===== src/rtl/paralelo_serial_if.sv =====
// Byte handshake plus serial-line outputs of the PCI lane serializer.
// PS_TX_COUNT_EN adds the tx_count data-symbol counter to the bundle.
interface paralelo_serial_if;
    logic [7:0] data_in;
    logic       valid_in;
    logic       ready_out;
    logic       data_out;
    logic       sym_start;
    logic       active;
`ifdef PS_TX_COUNT_EN
    logic [7:0] tx_count;

    modport master (output data_in, valid_in,
                    input  ready_out, data_out, sym_start, active, tx_count);
    modport slave  (input  data_in, valid_in,
                    output ready_out, data_out, sym_start, active, tx_count);
`else
    modport master (output data_in, valid_in,
                    input  ready_out, data_out, sym_start, active);
    modport slave  (input  data_in, valid_in,
                    output ready_out, data_out, sym_start, active);
`endif
endinterface


===== src/rtl/paralelo_serial.sv =====
// PCI lane TX serializer: 2-entry byte buffer, MSB-first shift-out, COM training.
// Optional macro PS_TX_COUNT_EN adds an 8-bit count of transmitted data symbols.
module paralelo_serial #(
    parameter int         MIN_BC   = 4,
    parameter logic [7:0] IDLE_SYM = 8'hBC
) (
    input  logic clk_32f,
    input  logic reset,
    paralelo_serial_if.slave bus
);

    localparam int CW = $clog2(MIN_BC + 2);

    typedef enum logic {TRAIN, ACTIVE} state_t;

    state_t          state;
    logic [7:0]      shift_reg;
    logic [2:0]      bit_cnt;
    logic [1:0][7:0] fifo;
    logic [1:0]      count;
    logic [CW-1:0]   com_cnt;
    logic            sym_start_q;
    logic            active_q;

    logic boundary, send_data, pop, push, wr_sel;

    assign boundary  = (bit_cnt == 3'd7);
    // The boundary that completes training already picks its symbol like ACTIVE
    assign send_data = boundary && (state == ACTIVE || com_cnt == CW'(MIN_BC));
    assign pop       = send_data && (count != 2'd0);
    assign push      = bus.valid_in && bus.ready_out;
    // Write slot sits behind whatever survives this edge's pop
    assign wr_sel    = count[0] & ~pop;

    assign bus.ready_out = reset && (count < 2'd2);
    assign bus.data_out  = shift_reg[7];
    assign bus.sym_start = sym_start_q;
    assign bus.active    = active_q;

`ifdef PS_TX_COUNT_EN
    logic [7:0] tx_count_q;
    assign bus.tx_count = tx_count_q;

    always_ff @(posedge clk_32f or negedge reset) begin
        if (!reset)   tx_count_q <= 8'd0;
        else if (pop) tx_count_q <= tx_count_q + 8'd1;
    end
`endif

    always_ff @(posedge clk_32f or negedge reset) begin
        if (!reset) begin
            state       <= TRAIN;
            shift_reg   <= 8'd0;
            bit_cnt     <= 3'd7;
            fifo        <= '0;
            count       <= 2'd0;
            com_cnt     <= '0;
            sym_start_q <= 1'b0;
            active_q    <= 1'b0;
        end else begin
            bit_cnt     <= bit_cnt + 3'd1;
            sym_start_q <= boundary;

            if (boundary) begin
                shift_reg <= pop ? fifo[0] : IDLE_SYM;
                if (state == TRAIN) begin
                    if (com_cnt == CW'(MIN_BC)) begin
                        state    <= ACTIVE;
                        active_q <= 1'b1;
                    end else begin
                        com_cnt <= com_cnt + 1'b1;
                    end
                end
            end else begin
                shift_reg <= {shift_reg[6:0], 1'b0};
            end

            if (pop)  fifo[0]      <= fifo[1];
            if (push) fifo[wr_sel] <= bus.data_in;

            case ({push, pop})
                2'b10:   count <= count + 2'd1;
                2'b01:   count <= count - 2'd1;
                default: count <= count;
            endcase
        end
    end

endmodule


===== src/flat_wrapper.sv =====
// flat-port wrapper written by rule: the top's interface ports become plain ports
module paralelo_serial_flat 
#(
    parameter int         MIN_BC   = 4,
    parameter logic [7:0] IDLE_SYM = 8'hBC
)
  (clk_32f, reset, bus_data_in, bus_valid_in, bus_ready_out, bus_data_out, bus_sym_start, bus_active);
  paralelo_serial_if bus_i ();
  input  logic clk_32f;
  input  logic reset;
  input wire logic [$bits(bus_i.data_in)-1:0] bus_data_in;
  input wire logic [$bits(bus_i.valid_in)-1:0] bus_valid_in;
  output wire logic [$bits(bus_i.ready_out)-1:0] bus_ready_out;
  output wire logic [$bits(bus_i.data_out)-1:0] bus_data_out;
  output wire logic [$bits(bus_i.sym_start)-1:0] bus_sym_start;
  output wire logic [$bits(bus_i.active)-1:0] bus_active;
  assign bus_i.data_in = bus_data_in;
  assign bus_i.valid_in = bus_valid_in;
  assign bus_ready_out = bus_i.ready_out;
  assign bus_data_out = bus_i.data_out;
  assign bus_sym_start = bus_i.sym_start;
  assign bus_active = bus_i.active;
  paralelo_serial #(.MIN_BC(MIN_BC), .IDLE_SYM(IDLE_SYM)) u_core (.clk_32f(clk_32f), .reset(reset), .bus(bus_i));
endmodule

===== config.mk =====
export PLATFORM = sky130hd
export DESIGN_NAME = paralelo_serial_flat
export DESIGN_NICKNAME = d
export VERILOG_FILES = /design/src/rtl/paralelo_serial_if.sv /design/src/rtl/paralelo_serial.sv /design/src/flat_wrapper.sv
export SDC_FILE = /design/constraint.sdc
export NUM_CORES = 1
export LEC_CHECK = 0
export CORE_MARGIN = 4
export CORE_UTILIZATION = 52
export DETAILED_ROUTE_END_ITERATION = 10
export GPL_TIMING_DRIVEN = 0
export PLACE_DENSITY = 0.77
export SYNTH_ARGS = -nofsm -noshare
export SYNTH_HDL_FRONTEND = slang
export SYNTH_SLANG_ARGS = --single-unit

===== constraint.sdc =====
create_clock -name clk_32f -period 6.6 [get_ports clk_32f]
set_input_delay 1.32 -clock clk_32f [delete_from_list [all_inputs] [get_ports clk_32f]]
set_output_delay 1.32 -clock clk_32f [all_outputs]
set_load 0.05 [all_outputs]

==> results of run 1 <==
==> cell usage in the layout, fill, tap and decap left out <==
cell type        netlist  routed
buf_6                  1       1
clkbuf_4               0       5
mux2_2                15      15
clkbuf_8               0       2
a21oi_1                2       2
and2_1                 1       1
xnor2_1                3       3
o22a_1                 5       5
or2_1                  1       1
a31o_2                 1       1
and2_0                 1       1
nand2_1                4       4
dfrtp_1               32      32
a31oi_1                1       1
o21ai_2                1       1
inv_1                  4       4
nand3_1                1       1
dfstp_2                3       3
clkdlybuf4s50_1        0      13
buf_12                 1       1
o21ai_0                2       2
clkbuf_1               0       1
nor2b_1                2       2
ha_1                   4       4
mux2_4                10      10
a22o_1                 2       2
or2b_1                 1       1
o21bai_1               1       1
nor2_1                 2       2
and3_1                 1       1
buf_2                  1       2
==> logic make-up (layout without fill, tap and decap cells) <==
family,Yosys count,in the layout,share of synthesized area [%]
adder cells (fa/ha/maj),4,4,3.31
multiplexers,25,25,21.1
flip-flops,35,35,58.2
AO/OA/AOI/OAI,15,15,7.45
buffers and inverters,7,29,3.39
AND/OR/NAND/NOR,14,14,4.80
XOR/XNOR,3,3,1.74
==> synthesized netlist by cell type, types with 2 or more instances <==
| cell | n |
|---|---|
| a21oi_1 | 2 |
| a22o_1 | 2 |
| dfrtp_1 | 32 |
| dfstp_2 | 3 |
| ha_1 | 4 |
| inv_1 | 4 |
| mux2_2 | 15 |
| mux2_4 | 10 |
| nand2_1 | 4 |
| nor2_1 | 2 |
| nor2b_1 | 2 |
| o21ai_0 | 2 |
| o22a_1 | 5 |
| xnor2_1 | 3 |
==> worst reg2reg max path: cells and delay by family, from the launching register on <==
kind | cells | cell delay (ns)
flip-flops | 1 | 0.54
buffers and inverters | 2 | 0.28
adder cells (fa/ha/maj) | 2 | 0.47
AND/OR/NAND/NOR | 1 | 0.23
multiplexers | 2 | 0.54
AO/OA/AOI/OAI | 1 | 0.10
==> through the flow <==
step	hold slack, ns	setup slack [ns]	cell area [um2]
6_report	0.453	2.30	1750
5_1_grt	0.478	2.16	1750
4_1_cts	0.460	2.26	1750
2_1_floorplan	0.418	3.23	1510
3_5_place_dp	0.436	2.27	1690
3_3_place_gp	0.424	1.30	1690
==> area by class of cell <==
cell class              count  area (um2)
well taps                  31        38.8
multi-input cells          61         581
clock buffers               8        68.8
flip-flops and latches     35         880
plain buffers               3        36.3
fillers                   208        1000
repair buffers             14         135
inverters                   4        15.0
==> routing by layer <==
layer | up-vias | GRT usage [%] | share of wire, %
met2 | 16 | 24.1 | 48
met3 | 4 | 4.75 | 4.2
met1 | 417 | 19.5 | 46
met5 | - | 0 | 0
li1 | 404 | - | -
met4 | 0 | 8.18 | 1.7
==> where the power goes <==
part	leakage [nW]	total, mW	internal [mW]	switching [mW]
Clock	0.0386	0.128	0.0627	0.0656
Sequential	0.434	0.295	0.265	0.0300
Combinational	0.362	0.131	0.0840	0.0465
==> worst max-delay path by stage <==
| stage | slack, ns | cells after the start | end | start |
|---|---|---|---|---|
| 2_1_floorplan | 3.23 | 1 | bus_ready_out | reset |
| 6_report | 2.30 | 3 | bus_ready_out | reset |
| 4_1_cts | 2.26 | 3 | bus_ready_out | reset |
| 3_3_place_gp | 1.30 | 3 | bus_ready_out | reset |
| 3_5_place_dp | 2.27 | 3 | bus_ready_out | reset |
| 5_1_grt | 2.16 | 3 | bus_ready_out | reset |
==> results.sh, run 1 <==
export IMPL_status="finished clean"
export IMPL_async_flop_share_pct=100
export IMPL_synth_ff_type="dfrtp_1"
export IMPL_layout_cells_non_filler=156
export IMPL_yosysWarnings=0
export IMPL_dp_cells=148
export IMPL_die_area_um2=3830
export IMPL_coreArea_um2=2760
export IMPL_ys_seq_area_share_pct=58.2
export IMPL_groute_usage_overall_pct=15.5
export IMPL_rr_worst_depth=8
export IMPL_vdd_drop_max_mv=0.240
export IMPL_numCtsBuffers=5
export IMPL_reg2reg_slack_ns=4.33
export IMPL_largest_reg_flops=16
export IMPL_drv_cap=0
export IMPL_synth_seq_cells=35
export IMPL_cts_root_buffer="clkbuf_4"
export IMPL_tns_ns=0
export IMPL_place_hpwl_um=1670
export IMPL_r2r_start="u_core.bit_cnt[0]"
export IMPL_viasPerCell=5.39
export IMPL_total_power_uw=553
export IMPL_synth_cells=103
export IMPL_synthesis_area_um2=1510
export IMPL_avgSynthCellArea_um2=14.7
export IMPL_synth_distinct_cells=27
export IMPL_hold_class="reg -> reg"
export IMPL_synth_area_top_cells="dfrtp_1 53%, mux2_2 11%, mux2_4 9.9%, dfstp_2 5.2%, ha_1 3.3%"
export IMPL_slew_headroom_pct=49.5
export IMPL_port_buffers=14
export IMPL_start_kind="primary input"
export IMPL_path_class="in -> out"
export IMPL_max_freq_ghz=0.232
export IMPL_first_iter_violations=22
export IMPL_drive_above_1_share_pct=32.8
export IMPL_worstReg2RegEnd="u_core.fifo[5]"
export IMPL_clock_sinks=35
export IMPL_finClkSkew_ns=0.00569
export IMPL_clock_path_buffers=2
export IMPL_worstMarginPinSlew_ns=0.757
export IMPL_holdPathStages=1
export IMPL_io_pins=15
export IMPL_cts_clk_slew_worst_paths_ns=0.10
export IMPL_fin_util_pct=63.6
export IMPL_power_density_nw_per_um2=316
export IMPL_num_antenna_cells=0
export IMPL_final_nets=139
export IMPL_syn_to_final_growth_pct=16.1
export IMPL_cpPeakStageDelay_ns=0.82
export IMPL_hold_path_startpoint="u_core.bit_cnt[0]"
export IMPL_clock_latency_ns=0.32
export IMPL_critPathCaptureType="primary output"
export IMPL_antenna_found_initial=0
export IMPL_grt_overflow_total=0
export IMPL_synth_largest_area_cell="dfrtp_1"
export IMPL_crit_chain="buf_2, nor2b_1, clkdlybuf4s50_1"
export IMPL_die_width_um=61.9
export IMPL_worstPathArrival_ns=2.98
export IMPL_critPathRequiredTime_ns=5.28
export IMPL_crit_fanout=36
export IMPL_holdBufCountCts=0
export IMPL_grt_pass1_wl_um=4090
export IMPL_row_count=19
export IMPL_grt_max_degree=37
export IMPL_cts_resized=0
export IMPL_num_vias=841
export IMPL_hold_viol=0
export IMPL_syn_nets=118
export IMPL_grt_pass1_vias=903
export IMPL_cts_setup_buffers=0
export IMPL_synth_top_area_share_pct=53.0
export IMPL_p_leak_nw=0.834
export IMPL_finalMaxSlewViolations=0
export IMPL_hold_end="u_core.bit_cnt[0]"
export IMPL_path_buf_inv=2
export IMPL_rsz0062_at_grt="no"
export IMPL_dr_pass1_iters=4
export IMPL_avgRoutedWirePerCell_um=14.8
export IMPL_crit_slowest_cell="clkdlybuf4s50_1"
export IMPL_post_route_drc_count=0
export IMPL_synth_edff_count=0
export IMPL_htree_levels=2
export IMPL_ant_nets=0
export IMPL_cp_top_family="buffers and inverters"
export IMPL_routed_wl_um=2310
export IMPL_period_minus_slack_ns=4.30
export IMPL_cts_tree="done"
export IMPL_die_y_um=61.9
export IMPL_start_util_pct=54.8
export IMPL_period_share_pct=65.2
export IMPL_globalplace_congestion=0.732
export IMPL_finalSetupViolCount=0
No activity file was read; power rests on OpenSTA's default activity.
==> run 2: changes to the inputs <==
- CORE_UTILIZATION: 52 -> 50
- clock period: 6.6 -> 3.5 ns (I/O delays scaled with it)
==> run 2 against run 1 <==
Die area increased by 3.5%. Clock power increased by 70%. Sequential cell count unchanged. Worst hold slack got worse by 0.059 ns. Final cell count unchanged. First-iteration DRC count decreased by 4.5%. Register-to-register slack got worse by 3.2 ns. Critical path depth unchanged. Core utilization decreased by 2.0 points. Via count increased by 1.9%. Clock skew increased by 0.010 ns. Critical endpoint unchanged. Highest routed layer unchanged.
==> results.sh, run 2 (synthesized netlist as in run 1, its figures left out) <==
export IMPL_grtUsageMet2_pct=21.3
export IMPL_critPathCaptureType="primary output"
export IMPL_setup_worst_path_start="reset"
export IMPL_crit_chain="buf_2, nor2b_1, clkdlybuf4s50_1"
export IMPL_p_int_uw=734
export IMPL_grt_max_degree=37
export IMPL_grt_met1_usage_pct=16.3
export IMPL_grt_busiest_layer="met2"
export IMPL_port_buffers=14
export IMPL_avgRoutedWirePerCell_um=14.9
export IMPL_worstMarginPinSlew_ns=0.733
export IMPL_cpPeakStageDelay_ns=0.82
export IMPL_die_area_um2=3970
export IMPL_coreArea_um2=2830
export IMPL_final_nets=139
export IMPL_reg2reg_slack_ns=1.17
export IMPL_pwr_share_seq_pct=54.4
export IMPL_routed_wl_um=2330
export IMPL_slew_headroom_pct=51.1
export IMPL_syn_to_final_growth_pct=15.3
export IMPL_dp_cells=148
export IMPL_drv_cap=0
export IMPL_finClkSkew_ns=0.0157
export IMPL_netSwitchingFraction_pct=28.0
export IMPL_start_util_pct=53.4
export IMPL_crit_slowest_cell="clkdlybuf4s50_1"
export IMPL_ant_nets=0
export IMPL_period_minus_slack_ns=3.02
export IMPL_crit_fanout=36
export IMPL_num_antenna_cells=0
export IMPL_tns_ns=0
export IMPL_grt_overflow_total=0
export IMPL_post_route_drc_count=0
export IMPL_fillers=225
export IMPL_start_kind="primary input"
export IMPL_path_class="in -> out"
export IMPL_hold_class="in -> async"
export IMPL_fin_util_pct=61.6
export IMPL_antenna_found_initial=0
export IMPL_finalMaxSlewViolations=0
export IMPL_r2r_start="u_core.bit_cnt[0]"
export IMPL_cts_resized=0
export IMPL_pwr_share_comb_pct=24.3
export IMPL_total_power_mw=1.02
export IMPL_rr_worst_depth=8
export IMPL_dr_pass1_iters=2
export IMPL_largest_reg_flops=16
export IMPL_clock_sinks=35
export IMPL_die_y_um=63.0
export IMPL_die_width_um=63.0
export IMPL_clock_latency_ns=0.35
export IMPL_grt_pass1_vias=940
export IMPL_grt_pass1_wl_um=4090
export IMPL_viasPerCell=5.49
export IMPL_power_density_nw_per_um2=584
export IMPL_cts_setup_buffers=0
export IMPL_place_hpwl_um=1640
export IMPL_met3_usage_pct=5.22
export IMPL_layout_commonest_cell="dfrtp_1"
export IMPL_layout_cells_non_filler=156
export IMPL_status="finished clean"
export IMPL_multi_input_area_um2=581
export IMPL_hold_viol=0
export IMPL_layout_common_cells="32 x dfrtp_1, 15 x mux2_2, 13 x clkdlybuf4s50_1, 10 x mux2_4"
export IMPL_holdBufCountCts=0
export IMPL_num_vias=857
export IMPL_crit_end="bus_ready_out"
export IMPL_cts_tree="done"
export IMPL_max_freq_ghz=0.331
export IMPL_p_clk_share_pct=21.3
export IMPL_globalplace_congestion=0.689
export IMPL_finalSetupViolCount=0
export IMPL_io_pins=15
export IMPL_p_switching_uw=285
export IMPL_finalWorstSetupSlack_ns=0.483
export IMPL_first_iter_violations=21
export IMPL_period_share_pct=86.2
export IMPL_cts_root_buffer="clkbuf_4"
export IMPL_vdd_drop_max_mv=0.412
export IMPL_critPathRequiredTime_ns=2.80
export IMPL_drive_above_1_share_pct=33.6
export IMPL_p_leak_nw=0.823
export IMPL_clock_path_buffers=2
export IMPL_row_count=19
export IMPL_numCtsBuffers=5
export IMPL_worstReg2RegEnd="u_core.fifo[5]"
export IMPL_dpl_worst_slack_ns=0.407
export IMPL_htree_levels=2
export IMPL_worstPathArrival_ns=2.32
export IMPL_cts_clk_slew_worst_paths_ns=0.12
export IMPL_rsz0062_at_grt="no"
export IMPL_groute_usage_overall_pct=13.6
export IMPL_register_area_um2=880
## run 2: cell count changes in the layout (fill, tap and decap cells not counted)
cell,previous run,this run
clkbuf_8,2,0
clkbuf_1,1,0
clkinvlp_4,0,2
clkinv_2,0,1
## run 2: worst min path at each step
stage	from	end	slack, ns	cells past startpoint
after floorplan	reset	u_core.bus.active	0.40	0
after global placement	u_core.bit_cnt[0]	u_core.bit_cnt[0]	0.42	1
after detailed placement	u_core.bit_cnt[0]	u_core.bit_cnt[0]	0.43	1
after CTS	reset	u_core.shift_reg[7]	0.43	1
after global routing	reset	u_core.fifo[4]	0.45	1
final	reset	u_core.fifo[4]	0.39	1
## run 2: power by group through the flow
stage	clock [mW]	combinational (mW)	sequential [mW]
2_1_floorplan	0	0.190	0.552
3_3_place_gp	0	0.240	0.556
3_5_place_dp	0	0.250	0.562
4_1_cts	0.220	0.252	0.553
5_1_grt	0.242	0.267	0.567
6_report	0.217	0.248	0.554
## run 2: area by class of cell
cell class | count | share of cell area, %
flip-flops and latches | 35 | 50.5
multi-input cells | 61 | 33.3
repair buffers | 14 | 7.75
well taps | 31 | 2.23
clock buffers | 5 | 2.15
plain buffers | 3 | 2.08
clock inverters | 3 | 1.15
inverters | 4 | 0.861
## run 2: per-layer routing
| metal | share of wire [%] | vias to the layer above |
|---|---|---|
| met2 | 48 | 17 |
| met1 | 46 | 432 |
| met5 | 0 | - |
| li1 | - | 403 |
| met3 | 4.1 | 5 |
| met4 | 2.0 | 0 |
## run 2: through the flow
| step | instance area, um2 | hold WS, ns |
|---|---|---|
| final | 1740 | 0.394 |
| after global routing | 1740 | 0.448 |
| after CTS | 1740 | 0.433 |
| after detailed placement | 1690 | 0.432 |
| after global placement | 1690 | 0.423 |
| after floorplan | 1510 | 0.404 |
## run 2: critical path, delay by kind of cell
kind          cells  cell delay [ns]
simple gates      1             0.23
buf+inv           2             1.38
